<file path="src/rtl/lcd_msg_sequencer.sv">
// Two-line LCD message sequencer: holds NUM_MSGS messages and presents them to
// an LCD controller in static, cycling or line-2 scrolling modes.
module lcd_msg_sequencer #(
  parameter int  NUM_MSGS      = 4,
  parameter int  DWELL_CYCLES  = 100_000_000,
  parameter int  SCROLL_CYCLES = 25_000_000,
  localparam int IW            = (NUM_MSGS > 1) ? $clog2(NUM_MSGS) : 1
) (
  input  logic          clk,
  input  logic          reset_btn,
  input  logic          wr_en,
  input  logic [IW-1:0] wr_idx,
  input  logic [127:0]  wr_line1,
  input  logic [127:0]  wr_line2,
  input  logic [1:0]    mode,
  input  logic          start,
  input  logic          lcd_ready,
  output logic [127:0]  line1,
  output logic [127:0]  line2,
  output logic          refresh,
  output logic [IW-1:0] msg_idx,
  output logic          busy
);

  localparam logic [127:0]  BLANK        = {16{8'h20}};
  localparam logic [31:0]   DWELL_LIMIT  = 32'(DWELL_CYCLES);
  localparam logic [31:0]   SCROLL_LIMIT = 32'(SCROLL_CYCLES);
  localparam logic [IW-1:0] LAST_IDX     = IW'(NUM_MSGS - 1);

  typedef enum logic [1:0] {
    S_IDLE,
    S_WAIT_RDY,
    S_REFRESH,
    S_DWELL
  } state_t;

  state_t          r_state;
  state_t          w_nextState;

  logic [1:0]      r_heldMode;
  logic [IW-1:0]   r_msgIdx;
  logic [3:0]      r_offset;
  logic [31:0]     r_dwellCnt;
  logic [127:0]    r_buf1 [NUM_MSGS];
  logic [127:0]    r_buf2 [NUM_MSGS];
  logic [127:0]    r_line1;
  logic [127:0]    r_line2;

  logic            w_wrOk;
  logic            w_cycleMode;
  logic            w_scrollMode;
  logic [31:0]     w_limit;
  logic            w_expired;
  logic [IW-1:0]   w_nextIdx;
  logic [255:0]    w_dbl;
  logic [7:0]      w_rotSel;
  logic [127:0]    w_rotLine2;

  // Mode values other than cycle and scroll (0 and 3) both behave as static.
  assign w_cycleMode  = (r_heldMode == 2'd1);
  assign w_scrollMode = (r_heldMode == 2'd2);
  assign w_limit      = w_scrollMode ? SCROLL_LIMIT : DWELL_LIMIT;
  assign w_expired    = (r_dwellCnt >= (w_limit - 32'd1));
  assign w_nextIdx    = (r_msgIdx == LAST_IDX) ? '0 : r_msgIdx + IW'(1);
  assign w_wrOk       = wr_en && ({{(32-IW){1'b0}}, wr_idx} < 32'(NUM_MSGS));

  // Doubling the line lets a single part-select implement the byte rotation.
  assign w_dbl      = {r_buf2[r_msgIdx], r_buf2[r_msgIdx]};
  assign w_rotSel   = 8'd255 - {1'b0, r_offset, 3'b000};
  assign w_rotLine2 = w_dbl[w_rotSel -: 128];

  always_ff @(posedge clk or negedge reset_btn) begin
    if (!reset_btn) begin
      for (int i = 0; i < NUM_MSGS; i++) begin
        r_buf1[i] <= BLANK;
        r_buf2[i] <= BLANK;
      end
    end else if (w_wrOk) begin
      r_buf1[wr_idx] <= wr_line1;
      r_buf2[wr_idx] <= wr_line2;
    end
  end

  always_ff @(posedge clk or negedge reset_btn) begin
    if (!reset_btn) begin
      r_state <= S_IDLE;
    end else begin
      r_state <= w_nextState;
    end
  end

  // Start always wins, including over a dwell expiry in the same cycle.
  always_comb begin
    w_nextState = r_state;
    if (start) begin
      w_nextState = S_WAIT_RDY;
    end else begin
      case (r_state)
        S_IDLE:     w_nextState = S_IDLE;
        S_WAIT_RDY: if (lcd_ready) w_nextState = S_REFRESH;
        S_REFRESH:  w_nextState = lcd_ready ? S_DWELL : S_WAIT_RDY;
        S_DWELL: begin
          if (w_expired) begin
            w_nextState = (w_cycleMode || w_scrollMode) ? S_WAIT_RDY : S_IDLE;
          end
        end
        default:    w_nextState = S_IDLE;
      endcase
    end
  end

  // A refresh lost to a late lcd_ready drop is retried from WAIT_RDY.
  always_comb begin
    refresh = (r_state == S_REFRESH) && lcd_ready;
    busy    = (r_state != S_IDLE);
  end

  always_ff @(posedge clk or negedge reset_btn) begin
    if (!reset_btn) begin
      r_heldMode <= 2'd0;
      r_msgIdx   <= '0;
      r_offset   <= 4'd0;
      r_dwellCnt <= 32'd0;
      r_line1    <= BLANK;
      r_line2    <= BLANK;
    end else if (start) begin
      r_heldMode <= mode;
      r_msgIdx   <= '0;
      r_offset   <= 4'd0;
    end else begin
      case (r_state)
        S_WAIT_RDY: begin
          if (lcd_ready) begin
            r_line1 <= r_buf1[r_msgIdx];
            r_line2 <= w_rotLine2;
          end
        end
        S_REFRESH: begin
          r_dwellCnt <= 32'd0;
        end
        S_DWELL: begin
          r_dwellCnt <= r_dwellCnt + 32'd1;
          if (w_expired) begin
            if (w_cycleMode) begin
              r_msgIdx <= w_nextIdx;
            end else if (w_scrollMode) begin
              r_offset <= r_offset + 4'd1;
              if (r_offset == 4'd15) r_msgIdx <= w_nextIdx;
            end
          end
        end
        default: ;
      endcase
    end
  end

  assign line1   = r_line1;
  assign line2   = r_line2;
  assign msg_idx = r_msgIdx;

endmodule

</file>
<file path="config.mk">
export PLATFORM = sky130hd
export DESIGN_NAME = lcd_msg_sequencer
export DESIGN_NICKNAME = d
export VERILOG_FILES = /design/src/rtl/lcd_msg_sequencer.sv
export SDC_FILE = /design/constraint.sdc
export NUM_CORES = 2
export LEC_CHECK = 0
export ABC_CLOCK_PERIOD_IN_PS = 4000
export BUFFER_PORTS_ARGS = -buffer_cell sky130_fd_sc_hd__buf_2
export CAP_MARGIN = 0
export CORE_MARGIN = 8
export CORE_UTILIZATION = 45
export CTS_CLUSTER_DIAMETER = 100
export DETAILED_ROUTE_END_ITERATION = 6
export SETUP_SLACK_MARGIN = 0.15
export SYNTH_ARGS = -nofsm -noshare
export SYNTH_HDL_FRONTEND = slang
export SYNTH_SLANG_ARGS = --single-unit
</file>
<file path="constraint.sdc">
create_clock -name clk -period 4 [get_ports clk]
set_input_delay 0.6 -clock clk [delete_from_list [all_inputs] [get_ports clk]]
set_output_delay 0.6 -clock clk [all_outputs]
set_load 0.03 [all_outputs]
</file>
; Yosys cells after proc, flatten, opt, wreduce, memory -nomap -nowiden
; Index checks and enable logic that the tools add are counted.
[totals]
reg_bits = 1322
input_bits = 265
out_inout_bits = 260
elab_cells = 84
[op_classes]
n_addsub = 5
magnitude_cmp = 4
eq_ne = 10
n_shift = 1
n_mux = 30
bitwise = 3
n_reduce_logical = 16
[ops]
columns = operator, n
row1 = $bwmux 512, 2
row2 = $mux 128, 5
row3 = $bmux 128 s2, 2
row4 = $shiftx 383x9->128, 1
row5 = $demux 128 s2, 1
row6 = $pmux 32 s2, 1
row7 = $add 32x1->32 const B, 1
row8 = $ge 32x32->1, 1
row9 = $sub 27x1->28 const B, 1
row10 = $mux 27, 1
row11 = $mux 2, 11
row12 = $mux 4, 5
row13 = $reduce_bool 2->1, 5
row14 = $eq 2x2->1 const B, 4
row15 = $pmux 2 s4, 1
row16 = $reduce_and 4->1, 2
row17 = $sub 8x7->8 const A, 1
row18 = $ge 3x3->1 const B, 2
row19 = $ne 3x3->1 const B, 2
row20 = $not 2->3, 2
row21 = $reduce_bool 3->1, 2
row22 = $add 4x1->4 const B, 1
row23 = $eq 2x1->1 const B, 2
row24 = $eq 4x4->1 const B, 1
row25 = 10 further kinds, 12

; Depth between registers and ports, before layout
[logic_depth]
depth_word = 8
ltp_mapped = 12
mapped_depth_nobuf = 10

; Worst setup path after synthesis
; Ideal clock, no wire load.
[synth_timing]
path_type = register to register
start = register r_heldMode[0]
end = register r_msgIdx[0] (netlist: msg_idx[0])
setup_time_ps = 124
arrival_ps = 2697
required_time_ps = 3876
slack_ps = 1179
stages_incl_launch_ff = 13
n_path_buf = 2
period_less_slack_ps = 2821
cell_sequence = dfrtp_1 inv_1 ha_1 buf_2 inv_1 ha_1 or4b_2 nor3_1 o2111ai_1 and3_1 buf_6 and2_1 a211o_1
[synth_via]
elab_chain_len = 6
elab_cells_between_ends = 13
cone_classes = add/sub (1) / order compare (1) / eq/ne (2) / mux (5) / reduce/logical (4)
[synth_rtl]
columns = item, line
row1 = "start, declared", 40  ; logic [1:0] r_heldMode;
row2 = "start signal, assigned", 127  ; r_heldMode <= mode;
row3 = $eq 2x2->1, 61  ; assign w_scrollMode = (r_heldMode == 2'd2);
row4 = $mux 27, 62  ; assign w_limit = w_scrollMode ? SCROLL_LIMIT : DWELL_LIMIT;
row5 = $sub 27x1->28, 63  ; assign w_expired = (r_dwellCnt >= (w_limit - 32'd1));
row6 = $ge 32x32->1, 63
row7 = $reduce_bool 2->1 (no source line), --
row8 = $reduce_and 4->1 (no source line), --
row9 = "end signal, assigned", 145  ; r_msgIdx <= w_nextIdx;
row10 = "end signal, assigned", 148  ; if (r_offset == 4'd15) r_msgIdx <= w_nextIdx;
row11 = "end, declared", 41  ; logic [IW-1:0] r_msgIdx;
; Parallel ways exist; a longest one is shown, timed or not. The select of a mux whose other input is x is not followed.
; A chain may end at the register's enable or synchronous reset.

; Worst setup path in the final report
[layout_timing]
start = register r_msgIdx[1] (netlist: msg_idx[1])
end = register r_line2[46] (netlist: line2[46])
[layout_via]
elab_chain_len = 5
[layout_rtl]
columns = item, line
row1 = $not 2->3 (not written as such), 68  ; assign w_dbl = {r_buf2[r_msgIdx], r_buf2[r_msgIdx]};
row2 = $bmux 128 s2, 68
row3 = $mux 128 (not written as such) (2 in series), 68
row4 = $shiftx 383x9->128, 70  ; assign w_rotLine2 = w_dbl[w_rotSel -: 128];
row5 = "end signal, assigned", 135  ; r_line2 <= w_rotLine2;
row6 = "end, declared", 47  ; logic [127:0] r_line2;
; Every way passes these cells. The select of a mux whose other input is x is not followed.

==> summary.md <==
- **startpoint of the most critical hold path** wr_line1[31]
- **Filler Cells Inserted** 11.61k
- **Setup-failing EPs final** 0
- **Max Slew Vio Count** 0
- **worst setup slack for register-to-register paths** 0.60 ns
- **floorplan die area** 0.1488 mm²
- **endpoint of the worst register-to-register path** line2[46]
- **slew at the pin closest to its max-slew limit** 1.196 ns
- **hold-critical path depth** 2
- **final routed wirelength across all metal layers** 196000 µm
- **Synth warnings** 0
- **Die W** 385.8 µm
- **overall track demand over capacity in global routing** 25.98%
- **RR Startpoint** msg_idx[1]
- **Slowest-stage cell, CP** sky130_fd_sc_hd__dfrtp_4
- **number of buffers inserted by port buffering** 524
- **Top-Level Pins** 525
- **Detail Placement HPWL** 139200 µm
- **cell chosen for the clock root** sky130_fd_sc_hd__clkbuf_16
- **RSZ-0062 raised after global routing** false
- **endpoints failing hold** 0
- **Peak Freq** 0.2939 GHz
- **number of detailed-routing iterations run before antenna repair** 6
- **Area growth, synth to finish** 16.63%
- **DRC marker count from the first detailed-route iteration** 3453
- **leak pwr** 30.60 nW
- **DRT antenna net count** 0
- **initial standard-cell utilization of the core** 45.37%
- **core area** 0.1356 mm²
- **Final Critical Period** 3.403 ns
- **per-cell routed wire length** 27.89 µm
- **clk sink count** 1322
- **classification of the worst-slack hold path** primary input to flip-flop
- **worst setup skew after layout** 0.03288 ns
- **Worst Reg-to-Reg Cells** 8
- **post-layout net count** 5368
- **count of flip-flops with a built-in enable after synthesis** 0
- **H-tree levels** 4
- **most common cell after layout, fill and taps aside** sky130_fd_sc_hd__dfrtp_1
- **share of synthesized registers carrying an async set or reset** 100.0%
- **synthesized netlist cell count** 4594
- **Setup TNS** 0 ns
- **Die Y** 385.8 µm
- **cells along the critical path** buf_12, mux2_2, nor2_1, a211oi_1, o21ai_0, buf_4, mux2_2, o221ai_1
- **Distinct cells, synth** 55
- **number of design rule violations left after detail routing** 0
- **Finished Core Util** 52.91%
- **most instantiated flip-flop cell in the synthesis netlist** sky130_fd_sc_hd__dfrtp_1
- **fraction of layout cells with a size suffix above 1** 46.29%
- **buffering stage count on the worst path with inverters included** 2
- **TritonCTS Buffers** 147
- **power density of the placed cells** 672.0 mW/mm²
- **synthesized area divided by synthesized cell count** 13.39 µm²
- **routed via count divided by cell count** 5.943
- **Fin Hold WS** 0.1008 ns
- **CP Data Required Time** 4.64 ns
- **routability congestion estimate** 0.9765
- **path type of the worst setup path** flip-flop to flip-flop
- **slack of the critical path** 0.5971 ns
- **worst-case setup slack after placement** 0.6410 ns
- **final period utilization** 85.07%
- **cell type with the highest occurrence count on the critical path** sky130_fd_sc_hd__mux2_2
- **number of antenna violations at the first check in global routing** 79
- **max_slew headroom** 20.28%
- **number of cells in the design after placement** 6726
- **sequential area share after synthesis** 54.09%
- **first-pass GRT wire length** 290000 µm
- **cell area reported after detailed placement** 0.06691 mm²
- **result of the run** completed
- **number of flip-flops and latches in the synthesized netlist** 1322
- **total power consumption of the routed design** 48.22 mW
- **synthesized netlist net count** 4867
- **Post-Synthesis Cell Area** 0.06153 mm²
- **critical path arrival** 4.04 ns
- **deepest clock path buffer count** 3
- **clock transition at the registers of the reported paths** 0.06 ns
- **post-route cell area** 0.07177 mm²
- **# rows** 135
- **clock latency at the later pin of the worst-skew pair** 0.77 ns
- **final cell count without fillers** 7029
- **endpoint of the worst hold-timing path** r_buf1[31]
- **CP startpoint kind** flip-flop
- **Critical Path Fanout Max** 38
- **max capacitance violation total** 0
- **endpoint class of the critical path** flip-flop
- **kind of cell with the highest combined delay on the critical path** compound AO/OA/AOI/OAI gates
- **routed via count** 41.77k
- **delay of the slowest critical-path stage** 0.81 ns
- **number of global-route vias before repair** 42.27k
- **number of gates resized after CTS** 0
- **largest net degree at the start of global routing** 129
- **most frequent cells in the layout** 1158 x sky130_fd_sc_hd__dfrtp_1, 1152 x sky130_fd_sc_hd__mux2_2, 637 x sky130_fd_sc_hd__nand2_1
- **CTS tree** yes
- **largest vdd supply drop** 0.4749 mV
- **total overflow reported by the global router** 0
-- kinds of logic (layout without fill, tap and decap cells) --
family,after synthesis,count (layout),synth area share [%]
and+or+nand+nor,790,790,5.195
xor gates and xnor gates,30,30,0.4270
DFF,1322,1322,54.09
muxes,1536,1536,30.58
AOI/OAI and AO/OA,547,547,7.156
adders and majority gates,8,8,0.1627
other,0,33,0
buffers and inverters,361,982,2.387
-- synth_stat cells, drive strengths merged (5+ instances only) --
master / number / area (µm²)
ha: 8 / 100.1
o21ai: 41 / 205.2
nor2b: 6 / 37.54
inv: 7 / 26.28
mux4: 160 / 3603
a22o: 32 / 280.3
xor2: 18 / 157.7
nor2: 70 / 262.8
o2bb2ai: 32 / 280.3
nand2: 639 / 2399
xnor2: 12 / 105.1
o221ai: 160 / 1401
a21oi: 5 / 25.02
nand3: 23 / 115.1
a211oi: 35 / 262.8
nand4: 6 / 37.54
nor3: 6 / 30.03
a221oi: 32 / 280.3
a22oi: 160 / 1201
dfrtp: 1162 / 29080
dfstp: 160 / 4204
mux2i: 224 / 2242
clkbuf: 269 / 1010
mux2: 1152 / 12970
a221o: 32 / 320.3
buf: 84 / 429.2
-- registers in the layout (all words and copies together) (netlist names) --
signal and flops:
line1 128, line2 128, msg_idx 2, r_buf1 512, r_buf2 512, r_dwellCnt 32, r_heldMode 2, r_offset 4
r_state 2
-- where the power goes --
part	total, mW	switching [mW]	internal (mW)
logic	16.0	9.96	6.04
clock network	13.3	5.60	7.71
registers	18.9	2.07	16.8
total	48.2	17.6	30.6
-- how the worst max path moves through the flow --
stage	start	to	slack, ns	cells after the start
2_1_floorplan	r_heldMode[0]	msg_idx[0]	1.18	12
3_3_place_gp	msg_idx[1]	line2[45]	0.65	8
3_5_place_dp	msg_idx[1]	line2[109]	0.64	8
4_1_cts	msg_idx[1]	msg_idx[1]	0.46	3
5_1_grt	msg_idx[1]	msg_idx[1]	0.52	3
6_report	msg_idx[1]	line2[46]	0.60	8
-- final cells by class --
type / instances / area (µm²) / share of cell area [%]
Tap cell: 1781 / 2228 / 3.105
Clock buffer: 230 / 4262 / 5.938
Inverter: 8 / 30.03 / 0.04184
Sequential cell: 1322 / 33290 / 46.39
Antenna cell: 33 / 82.58 / 0.1151
Multi-Input combinational cell: 2911 / 26870 / 37.44
Clock inverter: 39 / 500.5 / 0.6974
Timing Repair Buffer: 705 / 4499 / 6.269
-- routing by layer --
metal	track usage (%)	vias to the layer above	part of all wire, %
met5	0	-	0.099
met4	11.96	30	5.1
met3	6.473	414	7.3
met2	39.09	1488	45
met1	35.48	21746	43
li1	-	18095	-
-- what timing repair did --
item,4_1_cts,5_1_grt
endpoints found under the hold margin,63,0
setup endpoints to repair,0,0
setup buffers,0,0
hold buffers,1,0
(Power assumes the default switching activity.)
